`src/rtl/i2c_master_arbiter.sv`:
```
// Round-robin APB master that lends one i2c_master_top register block to N_REQ requesters,
// sequencing each granted transaction from prescaler setup through stop and clean-up.
module i2c_master_arbiter #(
    parameter int          N_REQ       = 4,
    parameter int          TIMEOUT_CYC = 65535,
    parameter logic [31:0] ADDR_PRESC  = 32'h00,
    parameter logic [31:0] ADDR_CMD    = 32'h01,
    parameter logic [31:0] ADDR_TX     = 32'h02,
    parameter logic [31:0] ADDR_RX     = 32'h03,
    parameter logic [31:0] ADDR_ADDRRW = 32'h04
) (
    input  logic               pclk_i,
    input  logic               preset_i,
    input  logic [7:0]         prescaler_i,
    input  logic [N_REQ-1:0]   req_i,
    input  logic [8*N_REQ-1:0] addr_rw_i,
    input  logic [4*N_REQ-1:0] len_i,
    input  logic [8*N_REQ-1:0] wdata_i,
    output logic [N_REQ-1:0]   wdata_ack_o,
    output logic [7:0]         rdata_o,
    output logic [N_REQ-1:0]   rdata_valid_o,
    output logic [N_REQ-1:0]   grant_o,
    output logic [N_REQ-1:0]   done_o,
    output logic [N_REQ-1:0]   err_o,
    input  logic               i2c_stop_i,
    output logic               psel_o,
    output logic               penable_o,
    output logic               pwrite_o,
    output logic [31:0]        paddr_o,
    output logic [31:0]        pwdata_o,
    input  logic [31:0]        prdata_i,
    input  logic               pready_i
);
    // state   | meaning
    // IDLE    | arbitrate among req_i
    // CFG_P   | write prescaler
    // CFG_A   | write address_rw, load byte counter
    // PUSH    | write TX bytes
    // START   | enable core
    // WAIT    | wait for stop or timeout
    // POP     | read RX bytes
    // CLR     | disable core
    // DONE    | done pulse
    // ABORT   | reset core after timeout
    // ERR     | err pulse
    // Z0/Z1   | zero-length request, delay before err
    typedef enum logic [3:0] {
        S_IDLE, S_CFG_P, S_CFG_A, S_PUSH, S_START, S_WAIT, S_POP,
        S_CLR, S_DONE, S_ABORT, S_ERR, S_Z0, S_Z1
    } state_t;

    localparam int IW = $clog2(N_REQ);
    localparam int TW = (TIMEOUT_CYC > 1) ? $clog2(TIMEOUT_CYC) : 1;

    state_t           state_q, state_d;
    logic             acc_q, acc_d;
    logic             rw_q, rw_d;
    logic [IW-1:0]    idx_q, idx_d, ptr_q, ptr_d, pick_idx, ptr_nxt;
    logic [N_REQ-1:0] grant_q, grant_d, rvalid_q, rvalid_d;
    logic [3:0]       cnt_q, cnt_d;
    logic [TW-1:0]    tmo_q, tmo_d;
    logic [7:0]       rdata_q, rdata_d;
    logic             found, xfer;
    logic [7:0]       cur_ar, cur_wdata;
    logic [3:0]       pick_len;
    int               j;
    logic             unused_prdata;

    assign unused_prdata = ^prdata_i[31:8];
    assign cur_ar        = addr_rw_i[8*int'(idx_q) +: 8];
    assign cur_wdata     = wdata_i[8*int'(idx_q) +: 8];
    assign pick_len      = len_i[4*int'(pick_idx) +: 4];
    assign ptr_nxt       = (idx_q == IW'(N_REQ-1)) ? '0 : idx_q + 1'b1;
    assign penable_o     = acc_q;
    assign xfer          = acc_q & pready_i;
    assign grant_o       = grant_q;
    assign rdata_o       = rdata_q;
    assign rdata_valid_o = rvalid_q;

    always_comb begin
        found    = 1'b0;
        pick_idx = '0;
        j        = 0;
        for (int i = 0; i < N_REQ; i++) begin
            j = int'(ptr_q) + i;
            if (j >= N_REQ) j = j - N_REQ;
            if (!found && req_i[j]) begin
                found    = 1'b1;
                pick_idx = IW'(j);
            end
        end
    end

    always_comb begin
        state_d     = state_q;
        idx_d       = idx_q;
        ptr_d       = ptr_q;
        grant_d     = grant_q;
        cnt_d       = cnt_q;
        tmo_d       = tmo_q;
        rw_d        = rw_q;
        rdata_d     = rdata_q;
        rvalid_d    = '0;
        psel_o      = 1'b0;
        pwrite_o    = 1'b0;
        paddr_o     = '0;
        pwdata_o    = '0;
        wdata_ack_o = '0;
        done_o      = '0;
        err_o       = '0;
        case (state_q)
            S_IDLE: if (found) begin
                idx_d           = pick_idx;
                grant_d         = '0;
                grant_d[pick_idx] = 1'b1;
                state_d         = (pick_len == 4'd0) ? S_Z0 : S_CFG_P;
            end
            S_CFG_P: begin
                {psel_o, pwrite_o} = 2'b11;
                paddr_o  = ADDR_PRESC;
                pwdata_o = {24'h0, prescaler_i};
                if (xfer) state_d = S_CFG_A;
            end
            S_CFG_A: begin
                {psel_o, pwrite_o} = 2'b11;
                paddr_o  = ADDR_ADDRRW;
                pwdata_o = {24'h0, cur_ar};
                if (xfer) begin
                    cnt_d   = len_i[4*int'(idx_q) +: 4];
                    rw_d    = cur_ar[0];
                    state_d = cur_ar[0] ? S_START : S_PUSH;
                end
            end
            S_PUSH: begin
                {psel_o, pwrite_o} = 2'b11;
                paddr_o  = ADDR_TX;
                pwdata_o = {24'h0, cur_wdata};
                if (xfer) begin
                    wdata_ack_o[idx_q] = 1'b1;
                    cnt_d = cnt_q - 4'd1;
                    if (cnt_q == 4'd1) state_d = S_START;
                end
            end
            S_START: begin
                {psel_o, pwrite_o} = 2'b11;
                paddr_o  = ADDR_CMD;
                pwdata_o = 32'h60;
                if (xfer) begin
                    tmo_d   = TW'(TIMEOUT_CYC - 1);
                    state_d = S_WAIT;
                end
            end
            S_WAIT: begin
                if (i2c_stop_i)          state_d = rw_q ? S_POP : S_CLR;
                else if (tmo_q == '0)    state_d = S_ABORT;
                else                     tmo_d   = tmo_q - 1'b1;
            end
            S_POP: begin
                psel_o  = 1'b1;
                paddr_o = ADDR_RX;
                if (xfer) begin
                    rdata_d         = prdata_i[7:0];
                    rvalid_d[idx_q] = 1'b1;
                    cnt_d = cnt_q - 4'd1;
                    if (cnt_q == 4'd1) state_d = S_CLR;
                end
            end
            S_CLR: begin
                {psel_o, pwrite_o} = 2'b11;
                paddr_o  = ADDR_CMD;
                pwdata_o = 32'h20;
                if (xfer) state_d = S_DONE;
            end
            S_DONE: begin
                done_o[idx_q] = 1'b1;
                ptr_d   = ptr_nxt;
                grant_d = '0;
                state_d = S_IDLE;
            end
            S_ABORT: begin
                {psel_o, pwrite_o} = 2'b11;
                paddr_o  = ADDR_CMD;
                pwdata_o = 32'h00;
                if (xfer) state_d = S_ERR;
            end
            S_ERR: begin
                err_o[idx_q] = 1'b1;
                ptr_d   = ptr_nxt;
                grant_d = '0;
                state_d = S_IDLE;
            end
            S_Z0:    state_d = S_Z1;
            S_Z1:    state_d = S_ERR;
            default: state_d = S_IDLE;
        endcase
        // ACCESS follows SETUP and holds until pready; the next SETUP waits a cycle
        acc_d = psel_o & ~xfer;
    end

    always_ff @(posedge pclk_i or posedge preset_i) begin
        if (preset_i) begin
            state_q  <= S_IDLE;
            acc_q    <= 1'b0;
            rw_q     <= 1'b0;
            idx_q    <= '0;
            ptr_q    <= '0;
            grant_q  <= '0;
            cnt_q    <= '0;
            tmo_q    <= '0;
            rdata_q  <= '0;
            rvalid_q <= '0;
        end else begin
            state_q  <= state_d;
            acc_q    <= acc_d;
            rw_q     <= rw_d;
            idx_q    <= idx_d;
            ptr_q    <= ptr_d;
            grant_q  <= grant_d;
            cnt_q    <= cnt_d;
            tmo_q    <= tmo_d;
            rdata_q  <= rdata_d;
            rvalid_q <= rvalid_d;
        end
    end
endmodule
```
`config.mk`:
```
export PLATFORM = sky130hd
export DESIGN_NAME = i2c_master_arbiter
export DESIGN_NICKNAME = d
export VERILOG_FILES = /design/src/rtl/i2c_master_arbiter.sv
export SDC_FILE = /design/constraint.sdc
export NUM_CORES = 1
export LEC_CHECK = 0
export ABC_AREA = 1
export ABC_CLOCK_PERIOD_IN_PS = 4170
export BUFFER_PORTS_ARGS = -buffer_cell sky130_fd_sc_hd__buf_2
export CAP_MARGIN = 20
export CORE_ASPECT_RATIO = 0.75
export CORE_MARGIN = 2
export CORE_UTILIZATION = 49
export DETAILED_ROUTE_END_ITERATION = 12
export GPL_TIMING_DRIVEN = 0
export PLACE_DENSITY = 0.9
export SYNTH_ARGS = -nofsm -noshare
export SYNTH_HDL_FRONTEND = slang
export SYNTH_SLANG_ARGS = --single-unit
```
`constraint.sdc`:
```
create_clock -name pclk_i -period 4.17 [get_ports pclk_i]
set_input_delay 0.2085 -clock pclk_i [delete_from_list [all_inputs] [get_ports pclk_i]]
set_output_delay 0.2085 -clock pclk_i [all_outputs]
set_load 0.005 [all_outputs]
```
==> results of run 1 <==
==> flip-flops by register name (all words and copies together), names as in the netlist <==
register / count
rdata_valid_o: 4
tmo_q: 16
ptr_q: 2
grant_o: 4
idx_q: 2
cnt_q: 4
rw_q: 1
penable_o: 1
state_q: 4
rdata_o: 8
==> worst max path at each step <==
stage / endpoint / depth (start not counted) / slack [ps]
finish: pwdata_o[1] / 8 / 1480
global route: pwdata_o[1] / 8 / 1410
CTS: pwdata_o[5] / 8 / 1620
detailed placement: pwdata_o[5] / 8 / 1950
global placement: pwdata_o[5] / 8 / 1990
floorplan: tmo_q[13] / 11 / 2400
==> critical path, delay by kind of cell, from the launching register on <==
| kind | cells | cell delay, ps |
|---|---|---|
| buf+inv | 4 | 640 |
| flops | 1 | 460 |
| simple gates | 2 | 550 |
| compound gates | 2 | 550 |
==> cell families after synthesis <==
family | share of synthesized area, %
flops | 29.4
xor+xnor | 0.448
mux | 2.30
fa+ha+maj | 2.24
other cells | 0.0958
buf+inv | 18.2
simple gates | 30.5
compound gates | 16.8
==> cells in the final DEF, fill, tap and decap left out, types with 2 or more instances in the layout <==
cell        n
buf_2     147
nand2_1   109
nor2_1     65
inv_1      54
buf_4      54
conb_1     53
o21ai_0    51
dfrtp_1    46
nand3_1    40
a21oi_1    26
clkbuf_1   14
nor3_1     11
o22ai_1     8
inv_2       8
nand2_2     8
mux2_2      8
ha_1        7
a221o_1     6
nand4_1     6
clkbuf_8    6
o21ai_1     4
nor2_4      4
o211ai_1    3
a221oi_1    3
o21bai_1    3
nand3b_1    3
nor2_2      3
nand2_4     3
o21ai_2     2
o31ai_1     2
o221ai_1    2
or2_2       2
a31oi_1     2
clkinv_1    2
==> stage by stage <==
step,total power [mW],instances
finish,2.90,883
global route,3.14,883
CTS,2.85,883
detailed placement,2.56,874
global placement,2.47,873
floorplan,2.01,623
==> power by group through the flow <==
stage / clock (mW) / combinational (mW) / sequential (mW)
after global placement: 0 / 1.73 / 0.744
final: 0.281 / 1.86 / 0.755
after detailed placement: 0 / 1.81 / 0.757
after global routing: 0.303 / 2.06 / 0.776
after floorplan: 0 / 1.28 / 0.729
after CTS: 0.283 / 1.82 / 0.749
==> per-layer routing <==
layer,up-vias,routed length [um],track usage [%]
li1,2205,-,-
met1,2149,4860,35.3
met2,285,6050,48.0
met3,52,1120,4.17
met4,0,459,11.3
met5,-,0,0
==> area by class of cell <==
class	count	area share, %
Multi-Input combinational cell	443	44.2
Sequential cell	46	22.6
Clock inverter	1	0.0984
Timing Repair Buffer	147	14.9
Inverter	65	4.85
Clock buffer	7	1.70
Buffer	69	9.12
Tap cell	105	2.58
==> flow_metrics.py, run 1 <==
metrics = {
    "timing": {
        "rsz0062_at_grt": "false",
        "finalSetupViolCount": 0,
        "slew_viol_final": 0,
        "clock_skew_ps": 4.74,
        "hold_ws_ps": 142,
        "period_share_pct": 64.5,
        "period_needed_ps": 2690,
        "tns_ps": 0,
        "worst_pin_slew_ps": 583,
        "hold_viol": 0,
        "slew_headroom_pct": 61.1,
        "max_clock_freq_ghz": 0.372,
        "setup_ws_ps": 1480,
    },
    "place": {
        "pre_cts_ws_ps": 1950,
        "dp_hpwl_mm": 10.1,
        "port_buffers": 145,
        "gp_congestion": 0.986,
        "placed_area_um2": 4990,
    },
    "yosys": {
        "async_flop_share_pct": 100,
        "ys_ff_latch": 46,
        "synth.yosys.seq_area_share_pct": 29.4,
        "ys_types": 43,
        "ys.flop_type": "dfrtp_1",
        "yosysTopAreaCell": "dfrtp_1",
        "synth_edf_count": 0,
        "yosys_warnings": 0,
        "syn_avg_cell_area_um2": 6.85,
        "synth_common_cells": "nand2_1, nor2_1, inv_1",
        "synth_area_um2": 3910,
        "syn_inst": 571,
        "yosys-top-cells-area": "dfrtp_1, nand2_1, buf_4, o21ai_0, nor2_1",
        "yosysMostFrequentCell": "nand2_1",
        "netlist.area_leader.share_pct": 29.4,
    },
    "layout": {
        "num_antenna_cells": 0,
        "final_core_util_pct": 65.1,
        "drive_above_1_share_pct": 32.3,
        "seq_area_um2": 1150,
        "multi_input_area_um2": 2250,
        "design_area_um2": 5090,
        "finalNetCount": 912,
        "area_growth_pct": 30.0,
        "fillerInstances": 674,
    },
    "floorplanning": {
        "die_x_um": 107,
        "die-area_um2": 8730,
        "die_h_um": 81.4,
        "pin_count": 223,
        "num_rows": 28,
        "start_util_pct": 50.1,
        "core_region_area_um2": 7810,
    },
    "critical_path": {
        "crit_type": "register to primary output",
        "cp_max_fo": 10,
        "worst_r2r_path_depth": 14,
        "start_kind": "register",
        "critPathMaxStageDelay_ps": 460,
        "worstSetupEndpointType": "primary output",
        "r2r-start": "state_q[0]",
        "worstReg2RegEnd": "tmo_q[11]",
        "required_ps": 3960,
        "crit_chain": "nor2_1 -> inv_2 -> nor2_1 -> inv_1 -> clkbuf_1 -> a221oi_1 -> a221o_1 -> buf_2",
        "worstSetupStartpoint": "state_q[2]",
        "reg2reg_slack_ps": 2070,
        "worstPathArrival_ps": 2480,
        "cpMostUsedCell": "nor2_1",
        "crit_path_top_delay_cell": "dfrtp_1",
    },
    "clock_tree": {
        "numCtsBuffers": 5,
        "post-cts-setup-buffers": 0,
        "cts_sinks": 46,
        "clock_path_buffers": 2,
        "ctsHtreeMaxLevel": 2,
        "postCtsHoldBufs": 1,
        "post_cts_resized": 0,
        "cts-root-buf": "clkbuf_8",
        "clk_latency_ps": 300,
        "path_clk_slew_ps": 80,
        "cts_tree": "yes",
    },
    "min_path": {
        "hold_path.class": "primary input to register",
        "holdPathStages": 2,
        "min_to": "rdata_o[4]",
        "hold_path_startpoint": "prdata_i[4]",
    },
    "routing": {
        "ant_nets": 0,
        "wl_per_cell_um": 14.1,
        "drtIter0Drc": 485,
        "drc_errors": 0,
        "first_pass_iters": 5,
        "wl_mm": 12.5,
        "vias_per_cell": 5.31,
        "num_vias": 4691,
    },
    "grt": {
        "grt_pass1_wl_mm": 19.5,
        "overflow": 0,
        "grt_max_degree": 44,
        "grt_pass1_vias": 4303,
        "grtUsageTotal_pct": 27.9,
        "grt_antenna_before_repair": 0,
    },
    "pwr": {
        "p_comb_share_pct": 64.2,
        "vdd_ir_drop_max_mv": 0.239,
        "power_density_nw_per_um2": 569,
        "switchingPower_mw": 1.49,
        "power_frac_seq_pct": 26.1,
        "leakage_nw": 2.85,
        "power.share.clock_pct": 9.7,
        "internal-power_mw": 1.41,
        "netSwitchingFraction_pct": 51.4,
    },
    "run": {
        "max-cap-violations": 0,
    },
    "status": {
        "status": "completed",
    },
}
(Power assumes the default switching activity.)
==> inputs of run 2 (changes only) <==
--- a/config.mk
+++ b/config.mk
@@ -6,15 +6,15 @@
 export NUM_CORES = 1
 export LEC_CHECK = 0
 export ABC_AREA = 1
-export ABC_CLOCK_PERIOD_IN_PS = 4170
+export ABC_CLOCK_PERIOD_IN_PS = 2600
 export BUFFER_PORTS_ARGS = -buffer_cell sky130_fd_sc_hd__buf_2
 export CAP_MARGIN = 20
 export CORE_ASPECT_RATIO = 0.75
 export CORE_MARGIN = 2
-export CORE_UTILIZATION = 49
+export CORE_UTILIZATION = 45
 export DETAILED_ROUTE_END_ITERATION = 12
 export GPL_TIMING_DRIVEN = 0
-export PLACE_DENSITY = 0.9
+export PLACE_DENSITY = 0.84
 export SYNTH_ARGS = -nofsm -noshare
 export SYNTH_HDL_FRONTEND = slang
 export SYNTH_SLANG_ARGS = --single-unit
==> constraint.sdc (replaced) <==
create_clock -name pclk_i -period 2.6 [get_ports pclk_i]
set_input_delay 0.13 -clock pclk_i [delete_from_list [all_inputs] [get_ports pclk_i]]
set_output_delay 0.13 -clock pclk_i [all_outputs]
set_load 0.005 [all_outputs]
==> flow_metrics.py, run 2 (synthesis results as in run 1) <==
metrics = {
    "clock_tree": {
        "cts_sinks": 46,
        "post-cts-setup-buffers": 0,
        "clock_path_buffers": 2,
        "cts-root-buf": "clkbuf_16",
        "ctsHtreeMaxLevel": 2,
        "cts_tree": "yes",
        "clk_latency_ps": 290,
        "path_clk_slew_ps": 60,
        "numCtsBuffers": 5,
    },
    "timing": {
        "setup_ws_ps": 208,
        "period_share_pct": 92.0,
        "rsz0062_at_grt": "false",
        "hold_viol": 0,
        "max_clock_freq_ghz": 0.418,
        "period_needed_ps": 2390,
        "slew_headroom_pct": 59.1,
        "finalSetupViolCount": 0,
        "tns_ps": 0,
        "slew_viol_final": 0,
        "worst_pin_slew_ps": 614,
        "clock_skew_ps": 5.63,
    },
    "layout": {
        "drive_above_1_share_pct": 32.2,
        "area_growth_pct": 31.2,
        "finalNetCount": 912,
        "num_antenna_cells": 0,
        "design_area_um2": 5130,
        "mostFrequentLayoutCell": "buf_2",
        "largest_reg_flops": 16,
        "fillerInstances": 769,
        "most-common-layout-cells": "buf_2, nand2_1, nor2_1, inv_1, buf_4",
        "largest_register": "tmo_q",
    },
    "status": {
        "status": "completed",
    },
    "critical_path": {
        "start_kind": "register",
        "r2r-start": "state_q[0]",
        "worst_r2r_path_depth": 12,
        "crit_type": "register to primary output",
        "crit_path_top_delay_cell": "dfrtp_1",
        "worstPathArrival_ps": 2260,
        "reg2reg_slack_ps": 480,
        "crit_end": "pwdata_o[1]",
        "crit_chain": "nor2_1 -> inv_2 -> nor2_2 -> inv_1 -> clkbuf_1 -> a221oi_1 -> a221o_1 -> buf_2",
        "required_ps": 2470,
        "cp_max_fo": 10,
        "worstSetupEndpointType": "primary output",
        "worstReg2RegEnd": "tmo_q[14]",
        "critPathMaxStageDelay_ps": 440,
        "worstSetupStartpoint": "state_q[2]",
    },
    "place": {
        "placed_area_um2": 4990,
        "dp_hpwl_mm": 9.78,
        "port_buffers": 145,
        "pre_cts_ws_ps": 476,
        "gp_congestion": 0.952,
    },
    "grt": {
        "grtUsageTotal_pct": 24.8,
        "overflow": 0,
        "grt_pass1_wl_mm": 19.3,
        "grt_antenna_before_repair": 0,
        "grt_pass1_vias": 4074,
        "grt_max_degree": 26,
    },
    "routing": {
        "ant_nets": 0,
        "drtIter0Drc": 331,
        "wl_mm": 12.1,
        "drc_errors": 0,
        "vias_per_cell": 5.03,
        "first_pass_iters": 6,
        "wl_per_cell_um": 13.7,
        "num_vias": 4450,
    },
    "floorplanning": {
        "die_x_um": 112,
        "pin_count": 223,
        "num_rows": 29,
        "start_util_pct": 46.3,
        "die-area_um2": 9470,
        "die_h_um": 84.8,
        "core_region_area_um2": 8450,
    },
    "pwr": {
        "vdd_ir_drop_max_mv": 0.463,
        "power_density_nw_per_um2": 929,
        "leakage_nw": 2.86,
    },
    "run": {
        "max-cap-violations": 0,
    },
    "min_path": {
        "hold_path.class": "primary input to register",
    },
}
[run 2: changes by cell type in the layout (fill, tap and decap cells not counted), sizes merged]
cell | before | now
clkinv | 3 | 2
[run 2: per-stage QoR]
stage	power, mW	instances	util (%)	hold slack [ps]
after floorplan	3.22	623	-	280
after global placement	3.98	876	58.8	366
after detailed placement	4.09	877	59.0	178
after CTS	4.71	885	60.7	66.1
after global routing	5.21	885	60.7	70.9
final	4.77	885	60.7	71.7
[run 2: metal layers]
metal | wire length, um | share of wire (%) | global-route usage, % | vias to the layer above
met5 | 0 | 0 | 0 | -
met4 | 269 | 2.2 | 7.63 | 0
met3 | 861 | 7.1 | 3.97 | 22
met2 | 5840 | 48 | 42.8 | 221
met1 | 5170 | 43 | 32.2 | 2017
li1 | - | - | - | 2190
[run 2: worst min-delay path by stage]
stage               depth (start not counted)   startpoint          to  slack [ps]
floorplan                                   1  prdata_i[6]  rdata_o[6]         280
global placement                            2  prdata_i[0]  rdata_o[0]         370
detailed placement                          2     preset_i  rdata_o[2]         180
CTS                                         2  prdata_i[0]  rdata_o[0]          70
global route                                2  prdata_i[6]  rdata_o[6]          70
finish                                      2  prdata_i[1]  rdata_o[1]          70
[run 2: repair_timing]
item                       in CTS  in global routing
hold buffers                    1                  0
hold endpoints to repair       21                  0
gates resized for setup         0                  1
setup endpoints to repair       0                  1
[run 2: report_power, final]
part / internal, mW / switching [mW] / leakage (nW)
Sequential: 0.986 / 0.226 / 0.562
Combinational: 1.06 / 1.88 / 2.24
Clock: 0.352 / 0.262 / 0.0640
Total: 2.40 / 2.37 / 2.86
[run 2: final cells by class]
class	instances	area (um^2)	share of cell area (%)
plain buffers	69	464	9.04
clock buffers	7	133	2.58
inverters	65	246	4.80
multi-input cells	443	2250	43.8
flip-flops and latches	46	1150	22.4
well taps	108	135	2.63
repair buffers	147	756	14.7
[run 2: critical path, delay by kind of cell, from the launching register on]
family,cells,cell delay [ps]
DFF,1,440
and+or+nand+nor,2,440
buffers and inverters,4,590
AOI/OAI and AO/OA,2,500
==> inputs of run 3 (changes only) <==
--- a/config.mk
+++ b/config.mk
@@ -9,7 +9,7 @@
 export ABC_CLOCK_PERIOD_IN_PS = 2600
 export BUFFER_PORTS_ARGS = -buffer_cell sky130_fd_sc_hd__buf_2
 export CAP_MARGIN = 20
-export CORE_ASPECT_RATIO = 0.75
+export CORE_ASPECT_RATIO = 1.5
 export CORE_MARGIN = 2
 export CORE_UTILIZATION = 45
 export DETAILED_ROUTE_END_ITERATION = 12
==> flow_metrics.py, run 3 (synthesis results as in run 1) <==
metrics = {
    "routing": {
        "drtIter0Drc": 226,
        "first_pass_iters": 5,
        "ant_nets": 0,
        "num_vias": 4484,
        "vias_per_cell": 5.07,
        "wl_per_cell_um": 14.3,
        "wl_mm": 12.7,
        "drc_errors": 0,
    },
    "critical_path": {
        "start_kind": "register",
        "crit_path_top_delay_cell": "dfrtp_1",
        "cp_max_fo": 10,
        "crit_family": "buffers and inverters",
        "worstSetupEndpointType": "primary output",
        "worst-path-buf-inv": 3,
        "crit_chain": "clkbuf_1 -> clkbuf_1 -> o21ai_0 -> o22ai_1 -> a21oi_1 -> nand3_1 -> buf_2",
        "critPathMaxStageDelay_ps": 500,
        "crit_type": "register to primary output",
        "required_ps": 2470,
        "worstPathArrival_ps": 2360,
        "cpMostUsedCell": "clkbuf_1",
    },
    "place": {
        "placed_area_um2": 4990,
        "dp_hpwl_mm": 10.6,
        "gp_congestion": 0.968,
        "port_buffers": 145,
        "placed_cells": 876,
    },
    "layout": {
        "mostFrequentLayoutCell": "buf_2",
        "area_growth_pct": 32.3,
        "num_antenna_cells": 0,
        "largest_register": "tmo_q",
        "drive_above_1_share_pct": 32.8,
        "largest_reg_flops": 16,
        "layoutNonFillerInstCount": 885,
        "design_area_um2": 5180,
        "seq_area_um2": 1150,
        "most-common-layout-cells": "buf_2, nand2_1, nor2_1, inv_1, buf_4",
        "fillerInstances": 786,
        "finalNetCount": 912,
        "multi_input_area_um2": 2260,
    },
    "timing": {
        "period_share_pct": 95.9,
        "period_needed_ps": 2490,
        "max_clock_freq_ghz": 0.401,
        "tns_ps": 0,
        "slew_viol_final": 0,
        "clock_skew_ps": 3.85,
        "rsz0062_at_grt": "false",
        "slew_headroom_pct": 59.8,
        "hold_viol": 0,
        "finalSetupViolCount": 0,
        "worst_pin_slew_ps": 602,
    },
    "clock_tree": {
        "path_clk_slew_ps": 60,
        "clk_latency_ps": 290,
        "cts_tree": "yes",
        "cts_sinks": 46,
        "clock_path_buffers": 2,
        "post-cts-setup-buffers": 0,
        "numCtsBuffers": 5,
        "ctsHtreeMaxLevel": 2,
        "cts-root-buf": "clkbuf_16",
    },
    "floorplanning": {
        "die_x_um": 80.1,
        "die_h_um": 118,
        "start_util_pct": 46.5,
        "die-area_um2": 9470,
        "pin_count": 223,
        "core_region_area_um2": 8410,
        "num_rows": 41,
    },
    "min_path": {
        "hold_path.class": "primary input to register",
    },
    "pwr": {
        "power_density_nw_per_um2": 943,
        "finalPower_mw": 4.89,
        "leakage_nw": 2.89,
        "vdd_ir_drop_max_mv": 0.474,
    },
    "grt": {
        "overflow": 0,
        "grt_antenna_before_repair": 0,
        "grt_pass1_wl_mm": 19.7,
        "grt_max_degree": 31,
        "grt_pass1_vias": 4257,
        "grtUsageTotal_pct": 26.6,
    },
    "status": {
        "status": "completed",
    },
    "run": {
        "max-cap-violations": 0,
    },
}
-- run 3: metrics by stage --
stage                     worst slack, ps  utilization, %  hold WS [ps]
final                                 106            61.6          74.7
after global routing                 47.2            61.6          71.9
after CTS                            20.8            61.4          68.6
after detailed placement              397            59.3           128
after global placement                402            59.1           365
after floorplan                       833               -           280
-- run 3: worst register-to-register path, cell delays in order, from the launching register on --
cell and delay (ps):
dfrtp_1 450, nor2_1 260, inv_2 110, nor2_4 150
nand2_4 120, nand2_2 110, nand2_4 90, nor3_4 170
nand2_1 150, nor2_1 110, inv_1 60, a21oi_1 140
o21ai_1 90
-- run 3: area by class of cell --
cell class	instances	area share [%]
buffer	69	8.99
inverter	65	4.76
tap	107	2.59
multi-input combinational	443	43.7
timing repair buffer	147	14.6
clock inverter	3	0.773
sequential	46	22.2
clock buffer	5	2.42
-- run 3: what timing repair did --
item	in CTS	in global routing
hold buffers	1	0
endpoints found under the hold margin	16	0
resized for setup	0	5
setup endpoints to repair	0	6
-- run 3: routing by layer --
| metal | wire (um) | GRT usage [%] | part of all wire (%) |
|---|---|---|---|
| met1 | 4670 | 29.6 | 37 |
| met2 | 6400 | 47.4 | 50 |
| met3 | 1050 | 4.27 | 8.3 |
| met4 | 554 | 13.7 | 4.4 |
| met5 | 0 | 0 | 0 |
-- run 3: final timing paths --
| path | startpoint | endpoint | slack, ps | depth (start not counted) |
|---|---|---|---|---|
| worst min-delay path | prdata_i[7] | rdata_o[7] | 70 | 2 |
| min in group asynchronous | preset_i | rdata_o[2] | 360 | 3 |
| worst max-delay path | idx_q[0] | pwdata_o[6] | 110 | 7 |
| max in group asynchronous | preset_i | cnt_q[2] | 1750 | 4 |
| worst min register to register | tmo_q[11] | tmo_q[11] | 490 | 2 |
| worst max register to register | state_q[0] | tmo_q[14] | 480 | 12 |
-- run 3: report_power, final --
group | total (mW) | internal [mW] | leakage, nW | switching (mW)
Clock | 0.719 | 0.450 | 0.0836 | 0.269
Combinational | 2.95 | 1.06 | 2.24 | 1.88
Sequential | 1.22 | 0.985 | 0.562 | 0.234
Total | 4.89 | 2.50 | 2.89 | 2.39
